File: src/rtl/ul4_secuenciador.sv
// Operand sequencer and result register around the 4-bit logic unit:
// accepts a command, holds operands for SETTLE cycles, captures and presents the result.
module ul4_secuenciador #(
    parameter int W      = 4,
    parameter int SETTLE = 1,
    parameter int CNT_W  = 8
) (
    input  logic             clk,
    input  logic             reset,
    input  logic             in_valid,
    output logic             in_ready,
    input  logic [W-1:0]     in_a,
    input  logic [W-1:0]     in_b,
    input  logic [1:0]       in_s,
    input  logic             in_chain,
    output logic [W-1:0]     ul_a,
    output logic [W-1:0]     ul_b,
    output logic [1:0]       ul_s,
    input  logic [W-1:0]     ul_out,
    output logic             out_valid,
    input  logic             out_ready,
    output logic [W-1:0]     out_res,
    output logic             out_zero,
    output logic [CNT_W-1:0] op_count
);

    localparam int SC_W = (SETTLE > 1) ? $clog2(SETTLE) : 1;
    localparam logic [SC_W-1:0] SETTLE_LOAD = SC_W'(SETTLE - 1);

    typedef enum logic [1:0] {ST_IDLE, ST_WAIT, ST_HOLD} state_t;

    state_t          state;
    state_t          state_nxt;
    logic [SC_W-1:0] settle_cnt;
    logic            accept;
    logic            capture;
    logic            consume;

    assign accept  = in_valid && in_ready;
    assign capture = (state == ST_WAIT) && (settle_cnt == '0);
    assign consume = (state == ST_HOLD) && out_ready;

    always_ff @(posedge clk or negedge reset) begin
        if (!reset) begin
            state <= ST_IDLE;
        end else begin
            state <= state_nxt;
        end
    end

    always_comb begin
        state_nxt = state;
        case (state)
            ST_IDLE: if (accept)  state_nxt = ST_WAIT;
            ST_WAIT: if (capture) state_nxt = ST_HOLD;
            ST_HOLD: if (consume) state_nxt = ST_IDLE;
            default: state_nxt = ST_IDLE;
        endcase
    end

    // in_ready is gated by reset so nothing is offered while the block is held in reset
    always_comb begin
        in_ready  = (state == ST_IDLE) && reset;
        out_valid = (state == ST_HOLD);
    end

    always_ff @(posedge clk or negedge reset) begin
        if (!reset) begin
            ul_a       <= '0;
            ul_b       <= '0;
            ul_s       <= '0;
            settle_cnt <= '0;
            out_res    <= '0;
            out_zero   <= 1'b1;
        end else begin
            if (accept) begin
                ul_a       <= in_chain ? out_res : in_a;
                ul_b       <= in_b;
                ul_s       <= in_s;
                settle_cnt <= SETTLE_LOAD;
            end else if ((state == ST_WAIT) && (settle_cnt != '0)) begin
                settle_cnt <= settle_cnt - SC_W'(1);
            end
            if (capture) begin
                out_res  <= ul_out;
                out_zero <= (ul_out == '0);
            end
        end
    end

    always_ff @(posedge clk or negedge reset) begin
        if (!reset) begin
            op_count <= '0;
        end else if (consume) begin
            op_count <= op_count + CNT_W'(1);
        end
    end

endmodule

File: config.mk
export PLATFORM = sky130hd
export DESIGN_NAME = ul4_secuenciador
export DESIGN_NICKNAME = d
export VERILOG_FILES = /design/src/rtl/ul4_secuenciador.sv
export SDC_FILE = /design/constraint.sdc
export NUM_CORES = 1
export LEC_CHECK = 0
export ABC_AREA = 1
export CAP_MARGIN = 20
export CELL_PAD_IN_SITES_DETAIL_PLACEMENT = 0
export CELL_PAD_IN_SITES_GLOBAL_PLACEMENT = 1
export CORE_MARGIN = 3
export CORE_UTILIZATION = 33
export CTS_BUF_LIST = sky130_fd_sc_hd__clkbuf_4
export DETAILED_ROUTE_END_ITERATION = 8
export PLACE_DENSITY = 0.86
export SETUP_SLACK_MARGIN = 0.3
export SLEW_MARGIN = 0
export SYNTH_ARGS = -nofsm -noshare
export SYNTH_HDL_FRONTEND = slang
export SYNTH_SLANG_ARGS = --single-unit
File: constraint.sdc
create_clock -name clk -period 1.4 [get_ports clk]
set_input_delay 0.28 -clock clk [delete_from_list [all_inputs] [get_ports clk]]
set_output_delay 0.28 -clock clk [all_outputs]
set_load 0.05 [all_outputs]
**Yosys cells after proc, flatten, opt, wreduce, memory -nomap -nowiden**

Cells that the tools add are included.
Widths: inputs -> output; s select.

- Register bits: 26
- Input port bits: 19
- Output and inout bits: 25
- Word-level logic and storage cells: 32

- Add/sub/neg operators: 2
- Equal/unequal tests: 5
- Mux-type cells: 7
- Bitwise gates (word level): 1
- Reductions and logical operators: 9

Operators by type and width:

| kind | number |
|---|---|
| $add 8x1->8 const B | 1 |
| $mux 2 | 3 |
| $pmux 2 s3 | 1 |
| $logic_and 1x1->1 | 5 |
| $logic_not 4->1 | 1 |
| $mux 4 | 1 |
| $ne 2x2->1 const B | 2 |
| $reduce_and 3->1 | 1 |
| $eq 2x1->1 const B | 1 |
| $eq 2x2->1 const B | 1 |
| $logic_not 2->1 | 1 |
| $mux 1 | 2 |
| $ne 2x1->1 const B | 1 |
| $reduce_bool 2->1 | 1 |
| $not 1->1 | 1 |
| $sub 1x1->1 const B | 1 |

**Depth between registers and ports, before layout**

Gate-level depths: netlist (run 1).

- Word-level depth: 5
- Gate-level depth with buffers: 7
- Depth with buffers taken out: 7

**Worst setup path before layout (run 1)**

Ideal clock, no wire load.

- Kind: register to register
- Start point: register state[1]
- End point: register op_count[5]
- Setup time: 120 ps
- Data arrival time: 1,755 ps
- Required time: 1,280 ps
- Slack: -475 ps
- Stages on the path, launching flop included: 8
- Buffers on the path: 0
- Clock period less this slack: 1,875 ps
- Path through: dfrtp_1 inv_1 nor2_1 nand2_2 nor2_4 nand2_1 nand2_1 nand2_1

- Cells in the longest elaborated chain, start to end: 2

RTL lines:

| what | RTL line | RTL |
|---|---|---|
| start, declared | 32 | `state_t state;` |
| start signal, assigned | 47 | `state <= state_nxt;` |
| $eq 2x2->1 | -- |  |
| via out_valid | 20 | `output logic out_valid,` |
| $logic_and 1x1->1 | 41 | `assign consume = (state == ST_HOLD) && out_ready;` |
| end signal, assigned | 95 | `op_count <= op_count + CNT_W'(1);` |
| end, declared | 24 | `output logic [CNT_W-1:0] op_count` |

The timed path passes the listed nets, and every way through them passes these cells.
A chain may end at the register's enable or synchronous reset.

**Worst setup path after layout (run 1)**

- Start point: register state[0]
- End point: output port in_ready

- Cells in the longest elaborated chain, start to end: 2

RTL lines:

| what | RTL line | RTL |
|---|---|---|
| $logic_not 2->1 | 63 | `in_ready = (state == ST_IDLE) && reset;` |
| $logic_and 1x1->1 | 63 |  |
| end, declared | 11 | `output logic in_ready,` |

No other way between the ends.

==> results of run 1 <==
==> where the power goes <==
part	switching (uW)	total (uW)	internal, uW
sequential	233	1180	952
combinational	1180	2420	1240
clock	235	339	105
total	1650	3940	2290
==> per-layer routing <==
| layer | GRT usage | part of all wire |
|---|---|---|
| met1 | 0.201 | 0.39 |
| met2 | 0.339 | 0.56 |
| met3 | 0.0289 | 0.035 |
| met4 | 0.0518 | 0.016 |
| met5 | 0 | 0 |
==> repair_timing <==
item / in CTS / in global routing
gates cloned: 1 / 0
setup buffers: 20 / 8
gates resized for setup: 38 / 29
pin swaps: 14 / 12
setup endpoints to repair: 49 / 51
==> final timing paths <==
| check | startpoint | end | slack (ps) | depth (start not counted) |
|---|---|---|---|---|
| min reg2reg | out_zero | out_zero | 500 | 2 |
| min in group clk | in_b[3] | ul_b[3] | 490 | 3 |
| max | state[0] | in_ready | -140 | 2 |
| min | reset | out_res[0] | 330 | 2 |
| max in group asynchronous | reset | out_zero | 770 | 2 |
| max reg2reg | state[0] | ul_a[3] | 20 | 6 |
==> critical path: stages (launching register included) <==
cell and delay, ps:
dfrtp_2 490, nor3b_4 270, buf_12 170
==> cells by family (layout without fill, tap and decap cells) <==
| logic type | count (synthesis) | after routing | synth area share |
|---|---|---|---|
| flops | 26 | 26 | 0.550 |
| fa+ha+maj | 1 | 1 | 0.0106 |
| mux | 2 | 2 | 0.0169 |
| compound gates | 9 | 9 | 0.0465 |
| simple gates | 81 | 82 | 0.299 |
| buf+inv | 13 | 91 | 0.0475 |
| xor+xnor | 4 | 4 | 0.0296 |
==> cells in the mapped netlist (all sizes together) <==
master | number | area share
nand2 | 58 | 0.19
dfrtp | 25 | 0.53
inv | 12 | 0.038
nand3 | 11 | 0.046
nor2 | 10 | 0.038
o21ai | 8 | 0.040
xor2 | 4 | 0.030
mux2i | 2 | 0.017
buf | 1 | 0.0095
dfstp | 1 | 0.022
ha | 1 | 0.011
nand3b | 1 | 0.0063
nor3b | 1 | 0.016
o31ai | 1 | 0.0063
==> flip-flops by register name, indices dropped and copies added, names as in the netlist <==
name	cells
out_zero	1
settle_cnt	1
op_count	8
ul_b	4
state	2
ul_a	4
out_res	4
ul_s	2
==> layout make-up <==
cell class | instances | area, um2 | area share
well taps | 46 | 57.6 | 0.0237
clock inverters | 1 | 3.75 | 0.00155
repair buffers | 75 | 971 | 0.400
multi-input cells | 98 | 662 | 0.273
inverters | 12 | 45.0 | 0.0185
flip-flops and latches | 26 | 667 | 0.275
clock buffers | 3 | 22.5 | 0.00927
==> stage by stage <==
stage	std cells	worst slack, ps	TNS (ps)	hold WS (ps)
2_1_floorplan	136	-199	-2700	-15.6
3_3_place_gp	228	-124	-1230	483
3_5_place_dp	228	-173	-1770	485
4_1_cts	253	-150	-292	344
5_1_grt	261	-201	-824	345
6_report	261	-137	-249	333
==> results.sh, run 1 <==
export IMPL_status="finished, violations left"
export IMPL_violations="setup timing"
export IMPL_skew_ps=3.86
export IMPL_wl_per_cell_um=13.9
export IMPL_slew_headroom=0.731
export IMPL_fin_crit_ps=1540
export IMPL_post_dp_cell_area_um2=1950
export IMPL_vias=1219
export IMPL_hold_buffers=0
export IMPL_syn2layout_area_growth_pct=105
export IMPL_synth_seq_area_share=0.550
export IMPL_insertion_delay_ps=320
export IMPL_path_max_fanout=5
export IMPL_syn_cell_area_um2=1180
export IMPL_mostFrequentLayoutCell="nand2_1"
export IMPL_p_per_area_nw_per_um2=1620
export IMPL_grt_ovfl_total=0
export IMPL_io_pins=44
export IMPL_die_w_um=65.9
export IMPL_ys_warn_count=0
export IMPL_die_y_um=65.9
export IMPL_postRouteAntennaNets=0
export IMPL_fin_crit_sh=1.10
export IMPL_yosys_register_bits=26
export IMPL_layout_drive_gt1_share=0.530
export IMPL_worst_setup_path_end_kind="output port"
export IMPL_initial_core_util=0.350
export IMPL_hp_class="in2async"
export IMPL_n_fill_cell=219
export IMPL_fmax_mhz=650
export IMPL_cts_buffers=3
export IMPL_drtIter0Drc=31
export IMPL_rsz0062_at_grt="true"
export IMPL_place_hpwl_mm=2.29
export IMPL_grt_pass1_vias=1281
export IMPL_antenna_found_initial=0
export IMPL_htree_levels=1
export IMPL_worstPathRequired_ps=1120
export IMPL_fin_ws_ps=-137
export IMPL_tightestPinTransition_ps=402
export IMPL_drc=0
export IMPL_grt_pass1_wl_mm=5.96
export IMPL_fin_util=0.717
export IMPL_avgSynthCellArea_um2=8.71
export IMPL_dr_pass1_iters=4
export IMPL_avgViaCountPerCell=4.67
export IMPL_finalNetCount=236
export IMPL_totalWireLength_mm=3.62
export IMPL_io_buffers=43
export IMPL_setup_viol=2
export IMPL_die_area_um2=4350
export IMPL_power_leakage_uw=0.00113
export IMPL_cap_viol_max_count=0
export IMPL_ir_drop_mv=0.874
export IMPL_n_antenna_cell=0
export IMPL_gp_congestion=0.699
export IMPL_clockBufferDepth=2
export IMPL_synthCells=136
export IMPL_path_class="reg2out"
export IMPL_grt_usage=0.178
export IMPL_power_uw=3940
export IMPL_std_cell_rows=21
export IMPL_setup_worst_path_start_class="register"
export IMPL_cts_tree="built"
export IMPL_cp_arrival_ps=1260
export IMPL_design_area_um2=2430
export IMPL_synthesis_nets=156
export IMPL_final_cell_mix="41 x nand2_1, 26 x buf_12, 23 x buf_4"
export IMPL_grt_max_degree=27
export IMPL_slew_violations=0
export IMPL_hold_viol=0
export IMPL_root_buffer="clkbuf_4"
export IMPL_clock_sinks=26
export IMPL_ys_types=18
export IMPL_core_area_um2=3390
export IMPL_cts_clk_slew_worst_paths_ps=150
No activity file was read; power rests on OpenSTA's default activity.
==> inputs of run 2 (changes only) <==
clock period = 1.6 ns   (was 1.4 ns; I/O delays follow)
==> results.sh, run 2 (synthesis results as in run 1) <==
export IMPL_power_leakage_uw=0.000967
export IMPL_status="complete, no violations"
export IMPL_crit_chain="nor3b_4, buf_12"
export IMPL_slew_violations=0
export IMPL_grt_usage=0.134
export IMPL_root_buffer="clkbuf_4"
export IMPL_regToRegStartpoint="state[0]"
export IMPL_drc=0
export IMPL_antenna_found_initial=0
export IMPL_io_buffers=43
export IMPL_fmax_mhz=647
export IMPL_gp_congestion=0.742
export IMPL_worst_setup_path_end_kind="output port"
export IMPL_reg2reg_setup_slack_ps=330
export IMPL_fin_util=0.570
export IMPL_die_area_um2=4350
export IMPL_setup_worst_path_start_class="register"
export IMPL_setup_viol=0
export IMPL_p_per_area_nw_per_um2=1430
export IMPL_top_layer="met4"
export IMPL_avgViaCountPerCell=4.49
export IMPL_finalNetCount=218
export IMPL_clock_sinks=26
export IMPL_final_cell_mix="56 x nand2_1, 26 x buf_4, 18 x dfrtp_1"
export IMPL_skew_ps=0.977
export IMPL_n_fill_cell=298
export IMPL_fin_ws_ps=55.5
export IMPL_post_dp_cell_area_um2=1790
export IMPL_wl_per_cell_um=11.6
export IMPL_largest_reg_flops=8
export IMPL_cp_arrival_ps=1220
export IMPL_postRouteAntennaNets=0
export IMPL_slew_headroom=0.783
export IMPL_tightestPinTransition_ps=326
export IMPL_wl_met3_um=138
export IMPL_place_hpwl_mm=2.10
export IMPL_cts_tree="built"
export IMPL_std_cell_rows=21
export IMPL_totalWireLength_mm=2.82
export IMPL_dr_pass1_iters=4
export IMPL_n_antenna_cell=0
export IMPL_grt_pass1_wl_mm=4.53
export IMPL_insertion_delay_ps=320
export IMPL_reg2reg_to="ul_a[2]"
export IMPL_hp_class="in2async"
export IMPL_reg2reg_depth=5
export IMPL_cap_viol_max_count=0
export IMPL_io_pins=44
export IMPL_drtIter0Drc=40
export IMPL_mostFrequentLayoutCell="nand2_1"
export IMPL_wl_met2_mm=1.43
export IMPL_cts_clk_slew_worst_paths_ps=130
export IMPL_htree_levels=1
export IMPL_ir_drop_mv=0.620
export IMPL_regMostFlops="op_count"
export IMPL_grt_max_degree=27
export IMPL_cp_slowest_stage_delay_ps=480
export IMPL_cts_buffers=3
export IMPL_design_area_um2=1930
export IMPL_hold_viol=0
export IMPL_initial_core_util=0.350
export IMPL_core_area_um2=3390
export IMPL_grt_ovfl_total=0
export IMPL_rsz0062_at_grt="true"
export IMPL_m1WireLength_mm=1.21
export IMPL_syn2layout_area_growth_pct=63.1
export IMPL_grt_pass1_vias=968
export IMPL_fin_crit_ps=1540
export IMPL_path_class="reg2out"
export IMPL_worstPathRequired_ps=1280
export IMPL_die_y_um=65.9
export IMPL_hold_buffers=0
export IMPL_post_place_ws_ps=-60.1
export IMPL_die_w_um=65.9
export IMPL_clockBufferDepth=2
export IMPL_path_max_fanout=3
export IMPL_layout_drive_gt1_share=0.299
export IMPL_fin_crit_sh=0.965
export IMPL_vias=1091
export IMPL_slowest_stage="dfrtp_2"
run 2: changes by cell type in the layout (fill, tap and decap cells not counted), moves of 4 or more:
| cell | before | now |
|---|---|---|
| buf_12 | 26 | 13 |
| buf_6 | 6 | 1 |
| dfrtp_1 | 13 | 18 |
| dfrtp_2 | 12 | 7 |
| nand2_1 | 41 | 56 |
| nand2_2 | 11 | 0 |
| nand2_4 | 5 | 1 |
| nand3_1 | 3 | 11 |
| nand3_2 | 7 | 0 |
| nor2_1 | 3 | 8 |
run 2: cell type report:
cell class | count | area (um2) | area share
Sequential cell | 26 | 661 | 0.342
Timing Repair Buffer | 58 | 646 | 0.334
Multi-Input combinational cell | 97 | 498 | 0.258
Tap cell | 46 | 57.6 | 0.0298
Inverter | 12 | 45.0 | 0.0233
Clock buffer | 3 | 22.5 | 0.0117
Clock inverter | 1 | 3.75 | 0.00194
run 2: what timing repair did:
action | in CTS | in global routing
buffers inserted | 2 | 9
pin swaps | 1 | 2
setup endpoints to repair | 10 | 32
gates resized for setup | 7 | 6
endpoints found under the hold margin | 0 | 0
run 2: power breakdown:
group	switching [uW]	leakage, uW	total (uW)	internal [uW]
Clock	191	0.0000154	282	91.5
Combinational	878	0.000632	1500	621
Sequential	155	0.000319	979	824
Total	1220	0.000967	2760	1540
run 2: worst max-delay path: cells and delay by family (launching register included):
| family | cells | cell delay [ps] |
|---|---|---|
| buffers and inverters | 1 | 170 |
| flip-flops | 1 | 480 |
| AND/OR/NAND/NOR | 1 | 250 |
run 2: per-layer routing:
layer  track usage  vias to the layer above
met5             0                        -
met4        0.0544                        0
met3        0.0170                        5
met2         0.230                       28
met1         0.170                      508
li1              -                      550
run 2: through the flow:
step | TNS, ps | hold slack [ps] | total power [uW] | cells
final | 0 | 130 | 2760 | 243
after global routing | 0 | 145 | 2910 | 243
after CTS | 0 | 143 | 2690 | 234
after detailed placement | -208 | 461 | 2390 | 228
after global placement | -38.0 | 457 | 2370 | 228
after floorplan | 0 | 24.4 | 1750 | 136
run 2: how the worst max path moves through the flow:
stage	slack [ps]	startpoint	cells past startpoint	endpoint
3_5_place_dp	-60	reset	3	in_ready
2_1_floorplan	1	state[0]	5	ul_b[0]
5_1_grt	2	state[0]	2	in_ready
6_report	60	state[0]	2	in_ready
3_3_place_gp	-40	reset	3	in_ready
4_1_cts	30	state[0]	2	in_ready
